<file path="src/rtl/ex_operand_if.sv">
// ID/EX operand-stage bus: decode inputs, pipeline control, MEM/WB forwarding taps and ALU-facing outputs.
interface ex_operand_if #(
   parameter int unsigned DATA_W = 32,
   parameter int unsigned REG_AW = 5,
   parameter int unsigned OP_W   = 3
);
   logic              id_valid;
   logic              stall;
   logic              flush;
   logic [REG_AW-1:0] id_rs_addr;
   logic [REG_AW-1:0] id_rt_addr;
   logic [REG_AW-1:0] id_rd_addr;
   logic [DATA_W-1:0] id_rs_data;
   logic [DATA_W-1:0] id_rt_data;
   logic [DATA_W-1:0] id_imm;
   logic              id_alu_src;
   logic [OP_W-1:0]   id_alu_op;
   logic              id_reg_write;

   logic              mem_reg_write;
   logic [REG_AW-1:0] mem_rd_addr;
   logic [DATA_W-1:0] mem_result;
   logic              wb_reg_write;
   logic [REG_AW-1:0] wb_rd_addr;
   logic [DATA_W-1:0] wb_result;

   logic              ex_valid;
   logic [DATA_W-1:0] ex_A;
   logic [DATA_W-1:0] ex_B;
   logic [OP_W-1:0]   ex_alu_op;
   logic [DATA_W-1:0] ex_store_data;
   logic [REG_AW-1:0] ex_rd_addr;
   logic              ex_reg_write;

   modport master (
      output id_valid, stall, flush, id_rs_addr, id_rt_addr, id_rd_addr,
             id_rs_data, id_rt_data, id_imm, id_alu_src, id_alu_op, id_reg_write,
             mem_reg_write, mem_rd_addr, mem_result, wb_reg_write, wb_rd_addr, wb_result,
      input  ex_valid, ex_A, ex_B, ex_alu_op, ex_store_data, ex_rd_addr, ex_reg_write
   );

   modport slave (
      input  id_valid, stall, flush, id_rs_addr, id_rt_addr, id_rd_addr,
             id_rs_data, id_rt_data, id_imm, id_alu_src, id_alu_op, id_reg_write,
             mem_reg_write, mem_rd_addr, mem_result, wb_reg_write, wb_rd_addr, wb_result,
      output ex_valid, ex_A, ex_B, ex_alu_op, ex_store_data, ex_rd_addr, ex_reg_write
   );
endinterface

</file>
<file path="src/rtl/ex_operand_stage.sv">
// ID/EX pipeline register with MEM/WB result forwarding, stall hold and flush bubble insertion.
module ex_operand_stage #(
   parameter int unsigned DATA_W = 32,
   parameter int unsigned REG_AW = 5,
   parameter int unsigned OP_W   = 3
) (
   input  logic         clk,
   input  logic         rst,
   ex_operand_if.slave  bus
);
   logic              valid_q;
   logic              reg_write_q;
   logic [REG_AW-1:0] rs_addr_q;
   logic [REG_AW-1:0] rt_addr_q;
   logic [REG_AW-1:0] rd_addr_q;
   logic [DATA_W-1:0] rs_q;
   logic [DATA_W-1:0] rt_q;
   logic [DATA_W-1:0] imm_q;
   logic              alu_src_q;
   logic [OP_W-1:0]   alu_op_q;

   logic [DATA_W-1:0] fwd_rs;
   logic [DATA_W-1:0] fwd_rt;

   // Stage register: flush beats stall beats load; stall refreshes operands from the forward path
   always_ff @(posedge clk or posedge rst) begin
      if (rst) begin
         valid_q     <= 1'b0;
         reg_write_q <= 1'b0;
         rs_addr_q   <= '0;
         rt_addr_q   <= '0;
         rd_addr_q   <= '0;
         rs_q        <= '0;
         rt_q        <= '0;
         imm_q       <= '0;
         alu_src_q   <= 1'b0;
         alu_op_q    <= '0;
      end else if (bus.flush) begin
         valid_q     <= 1'b0;
         reg_write_q <= 1'b0;
      end else if (bus.stall) begin
         rs_q <= fwd_rs;
         rt_q <= fwd_rt;
      end else begin
         valid_q     <= bus.id_valid;
         reg_write_q <= bus.id_reg_write & bus.id_valid;
         rs_addr_q   <= bus.id_rs_addr;
         rt_addr_q   <= bus.id_rt_addr;
         rd_addr_q   <= bus.id_rd_addr;
         rs_q        <= bus.id_rs_data;
         rt_q        <= bus.id_rt_data;
         imm_q       <= bus.id_imm;
         alu_src_q   <= bus.id_alu_src;
         alu_op_q    <= bus.id_alu_op;
      end
   end

   // Forwarding: MEM is the youngest producer and wins over WB; r0 is never forwarded
   always_comb begin
      fwd_rs = rs_q;
      fwd_rt = rt_q;
      if (bus.mem_reg_write && (bus.mem_rd_addr == rs_addr_q) && (rs_addr_q != '0))
         fwd_rs = bus.mem_result;
      else if (bus.wb_reg_write && (bus.wb_rd_addr == rs_addr_q) && (rs_addr_q != '0))
         fwd_rs = bus.wb_result;
      if (bus.mem_reg_write && (bus.mem_rd_addr == rt_addr_q) && (rt_addr_q != '0))
         fwd_rt = bus.mem_result;
      else if (bus.wb_reg_write && (bus.wb_rd_addr == rt_addr_q) && (rt_addr_q != '0))
         fwd_rt = bus.wb_result;
   end

   assign bus.ex_valid      = valid_q;
   assign bus.ex_A          = fwd_rs;
   assign bus.ex_B          = alu_src_q ? imm_q : fwd_rt;
   assign bus.ex_alu_op     = alu_op_q;
   assign bus.ex_store_data = fwd_rt;
   assign bus.ex_rd_addr    = rd_addr_q;
   assign bus.ex_reg_write  = reg_write_q & valid_q;
endmodule

</file>
<file path="src/flat_wrapper.sv">
// flat-port wrapper written by rule: the top's interface ports become plain ports
module ex_operand_stage_flat 
#(
   parameter int unsigned DATA_W = 32,
   parameter int unsigned REG_AW = 5,
   parameter int unsigned OP_W   = 3
)
  (clk, rst, bus_id_valid, bus_stall, bus_flush, bus_id_rs_addr, bus_id_rt_addr, bus_id_rd_addr, bus_id_rs_data, bus_id_rt_data, bus_id_imm, bus_id_alu_src, bus_id_alu_op, bus_id_reg_write, bus_mem_reg_write, bus_mem_rd_addr, bus_mem_result, bus_wb_reg_write, bus_wb_rd_addr, bus_wb_result, bus_ex_valid, bus_ex_A, bus_ex_B, bus_ex_alu_op, bus_ex_store_data, bus_ex_rd_addr, bus_ex_reg_write);
  ex_operand_if #(.DATA_W(DATA_W), .REG_AW(REG_AW), .OP_W(OP_W)) bus_i ();
  input  logic clk;
  input  logic rst;
  input wire logic [$bits(bus_i.id_valid)-1:0] bus_id_valid;
  input wire logic [$bits(bus_i.stall)-1:0] bus_stall;
  input wire logic [$bits(bus_i.flush)-1:0] bus_flush;
  input wire logic [$bits(bus_i.id_rs_addr)-1:0] bus_id_rs_addr;
  input wire logic [$bits(bus_i.id_rt_addr)-1:0] bus_id_rt_addr;
  input wire logic [$bits(bus_i.id_rd_addr)-1:0] bus_id_rd_addr;
  input wire logic [$bits(bus_i.id_rs_data)-1:0] bus_id_rs_data;
  input wire logic [$bits(bus_i.id_rt_data)-1:0] bus_id_rt_data;
  input wire logic [$bits(bus_i.id_imm)-1:0] bus_id_imm;
  input wire logic [$bits(bus_i.id_alu_src)-1:0] bus_id_alu_src;
  input wire logic [$bits(bus_i.id_alu_op)-1:0] bus_id_alu_op;
  input wire logic [$bits(bus_i.id_reg_write)-1:0] bus_id_reg_write;
  input wire logic [$bits(bus_i.mem_reg_write)-1:0] bus_mem_reg_write;
  input wire logic [$bits(bus_i.mem_rd_addr)-1:0] bus_mem_rd_addr;
  input wire logic [$bits(bus_i.mem_result)-1:0] bus_mem_result;
  input wire logic [$bits(bus_i.wb_reg_write)-1:0] bus_wb_reg_write;
  input wire logic [$bits(bus_i.wb_rd_addr)-1:0] bus_wb_rd_addr;
  input wire logic [$bits(bus_i.wb_result)-1:0] bus_wb_result;
  output wire logic [$bits(bus_i.ex_valid)-1:0] bus_ex_valid;
  output wire logic [$bits(bus_i.ex_A)-1:0] bus_ex_A;
  output wire logic [$bits(bus_i.ex_B)-1:0] bus_ex_B;
  output wire logic [$bits(bus_i.ex_alu_op)-1:0] bus_ex_alu_op;
  output wire logic [$bits(bus_i.ex_store_data)-1:0] bus_ex_store_data;
  output wire logic [$bits(bus_i.ex_rd_addr)-1:0] bus_ex_rd_addr;
  output wire logic [$bits(bus_i.ex_reg_write)-1:0] bus_ex_reg_write;
  assign bus_i.id_valid = bus_id_valid;
  assign bus_i.stall = bus_stall;
  assign bus_i.flush = bus_flush;
  assign bus_i.id_rs_addr = bus_id_rs_addr;
  assign bus_i.id_rt_addr = bus_id_rt_addr;
  assign bus_i.id_rd_addr = bus_id_rd_addr;
  assign bus_i.id_rs_data = bus_id_rs_data;
  assign bus_i.id_rt_data = bus_id_rt_data;
  assign bus_i.id_imm = bus_id_imm;
  assign bus_i.id_alu_src = bus_id_alu_src;
  assign bus_i.id_alu_op = bus_id_alu_op;
  assign bus_i.id_reg_write = bus_id_reg_write;
  assign bus_i.mem_reg_write = bus_mem_reg_write;
  assign bus_i.mem_rd_addr = bus_mem_rd_addr;
  assign bus_i.mem_result = bus_mem_result;
  assign bus_i.wb_reg_write = bus_wb_reg_write;
  assign bus_i.wb_rd_addr = bus_wb_rd_addr;
  assign bus_i.wb_result = bus_wb_result;
  assign bus_ex_valid = bus_i.ex_valid;
  assign bus_ex_A = bus_i.ex_A;
  assign bus_ex_B = bus_i.ex_B;
  assign bus_ex_alu_op = bus_i.ex_alu_op;
  assign bus_ex_store_data = bus_i.ex_store_data;
  assign bus_ex_rd_addr = bus_i.ex_rd_addr;
  assign bus_ex_reg_write = bus_i.ex_reg_write;
  ex_operand_stage #(.DATA_W(DATA_W), .REG_AW(REG_AW), .OP_W(OP_W)) u_core (.clk(clk), .rst(rst), .bus(bus_i));
endmodule
</file>
<file path="config.mk">
export PLATFORM = sky130hd
export DESIGN_NAME = ex_operand_stage_flat
export DESIGN_NICKNAME = d
export VERILOG_FILES = /design/src/rtl/ex_operand_if.sv /design/src/rtl/ex_operand_stage.sv /design/src/flat_wrapper.sv
export SDC_FILE = /design/constraint.sdc
export NUM_CORES = 1
export LEC_CHECK = 0
export ABC_AREA = 1
export ABC_CLOCK_PERIOD_IN_PS = 4300
export CORE_ASPECT_RATIO = 0.5
export CORE_UTILIZATION = 35
export CTS_CLUSTER_SIZE = 28
export DETAILED_ROUTE_END_ITERATION = 16
export GPL_ROUTABILITY_DRIVEN = 0
export HOLD_SLACK_MARGIN = 0.12
export PLACE_DENSITY_LB_ADDON = 0.3
export SLEW_MARGIN = 10
export SYNTH_ARGS = -nofsm -noshare
export SYNTH_HDL_FRONTEND = slang
export SYNTH_SLANG_ARGS = --single-unit
</file>
<file path="constraint.sdc">
create_clock -name clk -period 4.3 [get_ports clk]
set_input_delay 0.645 -clock clk [delete_from_list [all_inputs] [get_ports clk]]
set_output_delay 0.645 -clock clk [all_outputs]
set_load 0.05 [all_outputs]
</file>
# == After elaboration in Yosys (flattened, before gate mapping) ==
# Cells that the tools add are included.
# op_classes
add_sub_neg,0
mul,0
div,0
order_cmp,0
n_eq_ne,5
shifts,0
mux,11
bitwise_logic,4
reduce_logical,11
# ops
cell,n
$mux 32,7
$eq 5x5->1,4
$reduce_bool 5->1,2
$logic_and 1x1->1,8
$mux 1,4
$and 1x1->1,2
$ne 2x1->1 const B,1
$not 1->1,2
$reduce_and 2->1,1
# word_totals
ff_bits,117
latch_bits,0
mem_bits_rw,0
mem_bits_ro,0
inputBits,197
out_inout_bits,106
wordCells,41
n_memories,0

# == Longest topological paths before layout ==
# logic_depth
depth_word,6
depth_mapped,12
mapped_depth_nobuf,11

# == Worst setup path before layout ==
# No wires, ideal clock.
# synth_timing
path_type,input to output
start,in bus_wb_rd_addr[3]
end,out bus_ex_store_data[0]
arrival_time_ps,1824
required_time_ps,3655
slack_ps,1831
path_stages,10
n_path_buf,1
cell_sequence,inv_1 -> nand2_1 -> nand2_1 -> inv_2 -> nand2_1 -> nor2_4 -> buf_2 -> nand3_1 -> nand3_1 -> and2_1
# synth_between
elab_chain_len,5
# synth_lines
element,line,text
from (decl),flat_wrapper.sv:28,input wire logic [$bits(bus_i.wb_rd_addr)-1:0] bus_wb_rd_addr;
$eq 5x5->1,ex_operand_stage.sv:68,else if (bus.wb_reg_write && (bus.wb_rd_addr == rt_addr_q) && (rt_addr_q != '0))
$logic_and 1x1->1 (2 in series),ex_operand_stage.sv:68,
$mux 32,ex_operand_stage.sv:68,
$mux 32,ex_operand_stage.sv:66,if (bus.mem_reg_write && (bus.mem_rd_addr == rt_addr_q) && (rt_addr_q != '0))
to (decl),flat_wrapper.sv:34,output wire logic [$bits(bus_i.ex_store_data)-1:0] bus_ex_store_data;
# No other way between the ends.

# == Final worst setup path ==
# layout_timing
start,in bus_wb_rd_addr[4]
end,out bus_ex_store_data[19]
# Same word-level chain as after synthesis.

==> reports/results.ini <==
[drt]
wl_per_cell_um = 18.2
finalWirelength_um = 29700
drt_pass1_iterations = 6
vias = 8676
antenna_left = 0
drt_iter0_markers = 823
vias_per_cell = 5.32
drc_errors = 0

[clock_network]
hold_buffers = 0
cts_sinks = 117
cts_tree = done
htree_levels = 4
cts.path.max_buffers = 2
cts-root-buf = clkbuf_16
numCtsBuffers = 17
clock_latency_ps = 430
cts_setup_buffers = 0
clk_pin_slew_worst_paths_ps = 60
cts_resized = 0

[synth]
synth_area_mm2 = 0.00739
ys_top_cells_by_area = dfrtp_1, nand2_1, nand3_1
yosysUniqueCellTypes = 24
synth_top_area_share_pct = 39.6
syn_inst = 1077
yosysWarnings = 0
syn-num-nets = 1274
yosys.area.top_type = dfrtp_1
synth_seq_area_share_pct = 39.6
synth_area_per_cell_um2 = 6.86
ys_ff_latch = 117

[critical_path]
path_cells = clkdlybuf4s50_1 > nand2_1 > nand2_1 > nand2_1 > nor2_4 > nand2_4 > nand2_1 > nand3_1 > and2_1 > buf_4
crit_fanout = 32
crit_type = input port to primary output
reg2reg_to = u_core.rt_q[8]$_DFFE_PP0N_
max_stage_delay_ps = 500
r2r_start = u_core.rt_addr_q[4]$_DFFE_PP0P_
crit_family = simple AND/OR/NAND/NOR gates
endpoint_kind = primary output
r2r_cells = 10
r2r_slack_ps = 2100
worstPathRequired_ps = 3650
arrival_ps = 2950
crit_top_cell = nand2_1
crit_path_top_delay_cell = clkdlybuf4s50_1
path_buf_inv = 2
start_kind = input port

[global_routing]
grt_max_degree = 65
grt_pass1_vias = 8598
grt_use_total_pct = 27.2
grt_antenna_before_repair = 1
grt.overflow.total = 0
grt_pass1_wl_um = 45900

[sta]
slew_violations = 0
tns_ps = 0
setup_viol_count_final = 0
rsz0062_at_grt = no
hold_viol = 0
tightest_slew_ps = 971
layout_worst_path_cycle_share_pct = 83.5
slew_headroom_pct = 35.1
fmax_ghz = 0.279
finalCriticalPeriod_ps = 3590
skew_ps = 9.56

[floorplanning]
die_x_um = 208
core_mm2 = 0.0206
start_util_pct = 35.9
placementRows = 37
ioPinCount = 303
die_height_um = 105
die_area_mm2 = 0.0217

[worst_hold_path]
hold_path_depth = 2
min_to = u_core.imm_q[29]$_DFFE_PP0P_
hold_path_class = flip-flop to flip-flop
hold_start = u_core.imm_q[29]$_DFFE_PP0P_

[layout]
syn_to_final_growth_pct = 47.4
final_common_cell = nand2_1
final_nets = 1541
drive_gt1_share_pct = 12.2
final_cell_mix = nand2_1, nand3_1, clkdlybuf4s50_1

[pwr]
power_w = 0.00462
leakagePower_nw = 5.41
power_density_mw_per_mm2 = 424
ir_drop_v = 0.000216

[placement]
hpwl_um = 20200
io_buffers = 302

[status]
outcome = complete, no violations

[flow_run]
maxCapViolCount = 0

## layout make-up
| cell class | count | area [µm²] |
|---|---|---|
| multi-input combinational | 829 | 3910 |
| antenna | 1 | 2.50 |
| tap | 273 | 342 |
| sequential | 117 | 2930 |
| timing repair buffer | 317 | 2930 |
| clock inverter | 12 | 108 |
| fill | 1992 | 9710 |
| clock buffer | 20 | 447 |
| inverter | 62 | 235 |
## flip-flops by register name (all words and copies together) (netlist names)
name                   cells
u_core.bus.ex_rd_addr      5
u_core.alu_src_q           1
u_core.bus.ex_valid        1
u_core.reg_write_q         1
u_core.rs_q               32
u_core.bus.ex_alu_op       3
u_core.rs_addr_q           5
u_core.rt_q               32
u_core.rt_addr_q           5
u_core.imm_q              32
## worst max-delay path by stage
stage / slack (ps) / cells after the start / from / end
detailed placement: 740 / 10 / bus_wb_rd_addr[4] / bus_ex_store_data[19]
finish: 710 / 10 / bus_wb_rd_addr[4] / bus_ex_store_data[19]
CTS: 740 / 10 / bus_wb_rd_addr[4] / bus_ex_store_data[19]
global route: 500 / 12 / bus_wb_rd_addr[4] / bus_ex_B[8]
global placement: 760 / 11 / bus_wb_rd_addr[4] / bus_ex_store_data[8]
floorplan: 550 / 1 / rst / u_core.alu_src_q$_DFFE_PP0P_
## cells in the mapped netlist, drive strengths merged
master,number
inv,62
nand2,436
nor2,13
o211ai,1
and2,64
a21oi,2
a22oi,64
o21ai,15
a22o,1
clkbuf,30
buf,39
a32o,1
dfrtp,117
nand4,2
nand3,230
## per-stage QoR
| step | setup WS [ps] | hold slack [ps] | utilization [%] | std cells | cell area, µm² |
|---|---|---|---|---|---|
| global placement | 757 | 454 | 50.2 | 1598 | 10300 |
| finish | 709 | 469 | 52.9 | 1631 | 10900 |
| floorplan | 554 | 442 | - | 1077 | 7390 |
| detailed placement | 744 | 458 | 50.2 | 1598 | 10300 |
| global route | 500 | 494 | 52.9 | 1631 | 10900 |
| CTS | 737 | 473 | 52.9 | 1630 | 10900 |
## per-layer routing
| layer | part of all wire [%] | wire length, µm | GRT usage [%] |
|---|---|---|---|
| met1 | 43 | 12800 | 35.5 |
| met3 | 8.1 | 2390 | 7.15 |
| met2 | 46 | 13700 | 43.0 |
| met5 | 0 | 0 | 0 |
| met4 | 2.5 | 753 | 10.9 |
## cells by family (layout without fill, tap and decap cells)
logic type             Yosys count  in the layout  synth area share, %
DFF                            117            117                 39.6
buffers and inverters          131            411                 7.82
other                            0              1                    0
and+or+nand+nor                745            745                 44.6
AOI/OAI and AO/OA               84             84                 8.01
## worst min-delay path: stages (launching register included)
cell,delay (ps)
dfrtp_1,340
nand2_1,50
nand2_1,50
## report_power, final
group | internal, W | total, W | switching (W)
sequential | 0.00125 | 0.00134 | 0.0000868
combinational | 0.000649 | 0.00192 | 0.00127
clock | 0.000806 | 0.00137 | 0.000560
Note: power is estimated with default switching activity, not from simulation.
